<file path="src/rtl/calc_pkg.sv">
// Shared types and the sign-magnitude to two's complement encoder for the signed calculator.
package calc_pkg;

    localparam int CALC_W = 3;

    typedef enum logic [1:0] {
        S_A     = 2'd0,
        S_B     = 2'd1,
        S_ISSUE = 2'd2
    } state_t;

    // Negative zero falls out as 0 because ~0 + 1 wraps within CALC_W bits.
    function automatic logic [CALC_W-1:0] sm_to_tc(input logic sign, input logic [CALC_W-2:0] mag);
        logic [CALC_W-1:0] ext;
        ext = {1'b0, mag};
        return sign ? (~ext + 1'b1) : ext;
    endfunction

endpackage

</file>
<file path="src/rtl/btn_conditioner.sv">
// Push-button conditioning: 2-flop synchronizer, optional debounce, registered rising-edge pulse.
// Debounce counter is present only when OPERAND_ENTRY_DEBOUNCE_EN is defined.
module btn_conditioner #(
    parameter int DEB_CYCLES = 4
) (
    input  logic clk,
    input  logic rst,
    input  logic btn,
    output logic pulse
);

    logic sync_p0, sync_p1;
    logic lvl, lvl_prev;

    // stage p0/p1: metastability synchronizer
    always_ff @(posedge clk) begin
        if (rst) begin
            sync_p0 <= 1'b0;
            sync_p1 <= 1'b0;
        end else begin
            sync_p0 <= btn;
            sync_p1 <= sync_p0;
        end
    end

`ifdef OPERAND_ENTRY_DEBOUNCE_EN
    localparam int CW = $clog2(DEB_CYCLES + 1);
    logic [CW-1:0] cnt;
    logic          deb;

    // conditioned level flips only after DEB_CYCLES consecutive disagreeing samples
    always_ff @(posedge clk) begin
        if (rst) begin
            cnt <= '0;
            deb <= 1'b0;
        end else if (sync_p1 == deb) begin
            cnt <= '0;
        end else if (cnt == CW'(DEB_CYCLES - 1)) begin
            deb <= sync_p1;
            cnt <= '0;
        end else begin
            cnt <= cnt + 1'b1;
        end
    end

    assign lvl = deb;
`else
    assign lvl = sync_p1;
`endif

    // edge stage: one-cycle pulse per accepted rising level
    always_ff @(posedge clk) begin
        if (rst) begin
            lvl_prev <= 1'b0;
            pulse    <= 1'b0;
        end else begin
            lvl_prev <= lvl;
            pulse    <= lvl & ~lvl_prev;
        end
    end

endmodule

</file>
<file path="src/rtl/operand_entry.sv">
// Operand entry front end: captures A, B and mode from switches and issues them over valid/ready.
// Build option OPERAND_ENTRY_DEBOUNCE_EN adds button debouncing inside btn_conditioner.
module operand_entry
    import calc_pkg::*;
#(
    parameter int W          = CALC_W,
    parameter int DEB_CYCLES = 4
) (
    input  logic         clk,
    input  logic         rst,
    input  logic         sw_sign,
    input  logic [W-2:0] sw_mag,
    input  logic         sw_m,
    input  logic         btn_enter,
    input  logic         btn_clear,
    input  logic         op_ready,
    output logic         op_valid,
    output logic [W-1:0] op_a,
    output logic [W-1:0] op_b,
    output logic         op_m,
    output logic [1:0]   state_o
);

    logic enter_pulse, clear_pulse;

    btn_conditioner #(.DEB_CYCLES(DEB_CYCLES)) u_enter (
        .clk   (clk),
        .rst   (rst),
        .btn   (btn_enter),
        .pulse (enter_pulse)
    );

    btn_conditioner #(.DEB_CYCLES(DEB_CYCLES)) u_clear (
        .clk   (clk),
        .rst   (rst),
        .btn   (btn_clear),
        .pulse (clear_pulse)
    );

    state_t              state, state_nxt;
    logic signed [W-1:0] tc;
    logic [W-1:0]        a_nxt, b_nxt;
    logic                m_nxt, valid_nxt;

    assign tc = sm_to_tc(sw_sign, sw_mag);

    // clear outranks both a simultaneous enter and a simultaneous handshake
    always_comb begin
        state_nxt = state;
        a_nxt     = op_a;
        b_nxt     = op_b;
        m_nxt     = op_m;
        valid_nxt = op_valid;
        if (clear_pulse) begin
            state_nxt = S_A;
            a_nxt     = '0;
            b_nxt     = '0;
            m_nxt     = 1'b0;
            valid_nxt = 1'b0;
        end else begin
            case (state)
                S_A: begin
                    if (enter_pulse) begin
                        a_nxt     = tc;
                        state_nxt = S_B;
                    end
                end
                S_B: begin
                    if (enter_pulse) begin
                        b_nxt     = tc;
                        m_nxt     = sw_m;
                        valid_nxt = 1'b1;
                        state_nxt = S_ISSUE;
                    end
                end
                S_ISSUE: begin
                    if (op_valid && op_ready) begin
                        valid_nxt = 1'b0;
                        state_nxt = S_A;
                    end
                end
                default: begin
                    valid_nxt = 1'b0;
                    state_nxt = S_A;
                end
            endcase
        end
    end

    always_ff @(posedge clk) begin
        if (rst) begin
            state    <= S_A;
            op_a     <= '0;
            op_b     <= '0;
            op_m     <= 1'b0;
            op_valid <= 1'b0;
        end else begin
            state    <= state_nxt;
            op_a     <= a_nxt;
            op_b     <= b_nxt;
            op_m     <= m_nxt;
            op_valid <= valid_nxt;
        end
    end

    assign state_o = state;

endmodule

</file>
<file path="config.mk">
export PLATFORM = sky130hd
export DESIGN_NAME = operand_entry
export DESIGN_NICKNAME = d
export VERILOG_FILES = /design/src/rtl/calc_pkg.sv /design/src/rtl/btn_conditioner.sv /design/src/rtl/operand_entry.sv
export SDC_FILE = /design/constraint.sdc
export NUM_CORES = 1
export LEC_CHECK = 0
export ABC_AREA = 1
export ABC_CLOCK_PERIOD_IN_PS = 1200
export BUFFER_PORTS_ARGS = -buffer_cell sky130_fd_sc_hd__buf_2
export CORE_AREA = 3 3 40 42
export CTS_BUF_LIST = sky130_fd_sc_hd__clkbuf_8
export DETAILED_ROUTE_END_ITERATION = 10
export DIE_AREA = 0 0 43 45
export GPL_ROUTABILITY_DRIVEN = 0
export PLACE_DENSITY = 0.73
export SLEW_MARGIN = 20
export SYNTH_ARGS = -nofsm -noshare
export SYNTH_HDL_FRONTEND = slang
export SYNTH_SLANG_ARGS = --single-unit
</file>
<file path="constraint.sdc">
create_clock -name clk -period 1.2 [get_ports clk]
set_input_delay 0.3 -clock clk [delete_from_list [all_inputs] [get_ports clk]]
set_output_delay 0.3 -clock clk [all_outputs]
set_load 0.05 [all_outputs]
</file>
==> impl_metrics.toml <==
[run_status]
status = "complete, no violations"

[clocking]
tritoncts.num_buffers = 3
cts_num_sinks = 18
clock_tree_buffer_depth = 2
clock_tree.htree_level_count = 1
clk_root_buffer_cell = "clkbuf_8"
worst_skew_pair.late_latency_ns = 0.25
clock_tree_from_tritoncts = "yes"
clkTransAtPathRegs_ns = 0.06
cts_setup_buffers = 0

[placement]
port_buffers = 18
place.detailed.hpwl_um = 807
dp_worst_setup_slack_ns = -0.0143

[detailed_routing]
dr.first_iter.drc_count = 7
postRouteAntennaNets = 0
dr.pass1.iters = 4
route.detailed.vias_per_inst = 4.70
drt-total-wl_um = 1040
vias = 531
drc = 0
detail_route.wl_per_cell_um = 9.19

[synth]
synth_edf_count = 0
syn-num-nets = 87
synth_warnings = 0
synth_sequential_area_ratio_pct = 55.8
synth_largest_type_area_fraction_pct = 55.8
synthDistinctLibCells = 16
post-synth-top-area-cell = "dfxtp_1"
postSynth.topFlopCell = "dfxtp_1"
synth.ff_latch_count = 18
syn-mean-instance-area_sq_um = 8.38
post_synth_main_area_contributors = "dfxtp_1, inv_1, a21oi_1"
synth_top_cells_by_count = "dfxtp_1, inv_1, a21oi_1"
post_synth_instance_area_sq_um = 646
post-synth-top-count-cell = "dfxtp_1"
ys_async_sr_fraction_pct = 0
post_synthesis_instance_total = 77

[die]
area_of_the_core_sq_um = 1280
die_area_sq_um = 1940
floorplan.rows = 13
design.portCount = 19
initial_utilization_pct = 50.2
vertical_die_dimension_um = 45
die_w_um = 43

[sta]
worst_clock_skew_ns = 0.00168
finalMaxSlewViolations = 0
final.setup.worst_slack_ns = 0.0357
max-slew-margin-rel_pct = 83.6
period_minus_slack_ns = 1.16
fin_hold_ws_ns = 0.252
timing.fmax_mhz = 859
worst_slew_pin_slew_ns = 0.248
grt_setup_unrepaired = "false"
min_period_over_period_pct = 97.0
timing.final.hold_violations = 0
total_of_endpoints_with_negative_setup_slack_in_the_final_report = 0
setup_tns_ns = 0

[worst_hold_path]
hold_path_startpoint = "btn_clear"
min_path_type = "in2reg"

[setup_path]
reg2reg_setup_slack_ns = 0.27
critical-path-max-stage-delay_ns = 0.35
worstReg2RegStart = "state_o[1]$_SDFFE_PP0P_"
critPathTopFamily = "flip-flops"
startpoint = "state_o[1]$_SDFFE_PP0P_"
required_time_reported_for_the_critical_path_endpoint_ns = 0.90
cp_num_buf_inv = 1
critPathSlowestCell = "dfxtp_2"
cells_along_the_critical_path = "buf_2"
cp-start-kind = "register"
worst-setup-path-type = "reg2out"
worstPathMaxFanout = 4
endpoint_kind = "primary output"
critPathArrivalTime_ns = 0.86

[layout]
nets = 109
final_layout_size_suffix_gt1_share_pct = 30.6
fillers = 124
area.growth.synth_to_final_pct = 25.4
antennaDiodeCount = 0

[global_routing]
grt_pass1_wl_um = 1610
via_count_of_the_first_global_routing_pass = 427
grt_max_degree = 11
initial_antenna_violation_count = 0
aggregate_global_routing_overflow = 0
groute.usage.overall_pct = 11.7

[power_and_ir_drop]
cellLeakagePower_nw = 0.382
pwr_dens_nw_per_um2 = 1450
peak_supply_drop_mv = 0.890

[flow_run]
drv.max_cap_violation_count = 0
==> what timing repair did <==
action | in CTS | in global routing
setup endpoints to repair | 0 | 1
hold buffers | 0 | 0
gates resized for setup | 0 | 1
hold endpoints to repair | 0 | 0
==> through the flow <==
step / instance area, sq um / total power, mW / utilization (%) / cells
after detailed placement: 752 / 0.712 / 58.5 / 109
final: 810 / 1.17 / 63.0 / 113
after CTS: 807 / 1.19 / 62.8 / 113
after floorplan: 648 / 0.687 / - / 77
after global routing: 810 / 1.23 / 63.0 / 113
after global placement: 752 / 0.709 / 58.5 / 109
==> sequential cells by signal, summed over array words and instances (netlist names) <==
signal	count
u_clear.pulse	1
u_enter.lvl	1
op_b	3
u_enter.lvl_prev	1
u_enter.pulse	1
u_clear.lvl_prev	1
u_enter.sync_p0	1
op_valid	1
state_o	2
u_clear.sync_p0	1
u_clear.lvl	1
op_a	3
op_m	1
==> power breakdown <==
group	switching, mW	internal, mW
logic	0.0519	0.0277
clock network	0.185	0.291
registers	0.00655	0.612
total	0.244	0.931
==> kinds of logic (layout without fill, tap and decap cells) <==
| group | after synthesis | after routing | share of synthesized area (%) |
|---|---|---|---|
| AO/OA/AOI/OAI | 17 | 17 | 13.8 |
| AND/OR/NAND/NOR | 23 | 23 | 17.8 |
| flip-flops | 18 | 18 | 55.8 |
| adder cells (fa/ha/maj) | 1 | 1 | 1.94 |
| buffers and inverters | 18 | 39 | 10.7 |
==> routing by layer <==
layer / global-route usage, % / share of wire [%] / routed length (um)
met1: 12.4 / 43 / 450
met2: 18.6 / 46 / 476
met3: 4.78 / 7.7 / 80
met4: 9.04 / 3.0 / 31
met5: 0 / 0 / 0
==> cell usage in the layout, fill, tap and decap left out <==
| master | n |
|---|---|
| nand2_1 | 7 |
| ha_1 | 1 |
| buf_2 | 17 |
| o21ai_1 | 2 |
| o21ai_0 | 4 |
| nor3_1 | 2 |
| nand3_1 | 2 |
| inv_2 | 1 |
| nor2_4 | 2 |
| clkbuf_4 | 1 |
| a21oi_1 | 10 |
| nand3_2 | 1 |
| clkbuf_8 | 4 |
| nand2_2 | 1 |
| dfxtp_2 | 2 |
| nor2_1 | 8 |
| dfxtp_1 | 16 |
| inv_1 | 16 |
| a21o_2 | 1 |
==> path summary, 6_finish.rpt <==
kind                                                   end  cells past startpoint
worst max-delay path                            state_o[1]                      1
worst min-delay path            u_clear.sync_p0$_SDFF_PP0_                      3
worst max register to register        op_b[1]$_SDFFE_PP0P_                      4
worst min register to register    u_clear.pulse$_SDFF_PP0_                      1
==> layout make-up <==
class                           count  area, sq um  area share [%]
Timing Repair Buffer               18         92.6            11.4
Multi-Input combinational cell     41          216            26.7
Inverter                           17         63.8            7.88
Sequential cell                    18          363            44.8
Tap cell                           15         18.8            2.32
Clock buffer                        4         55.1            6.80
No activity file was read; power rests on OpenSTA's default activity.
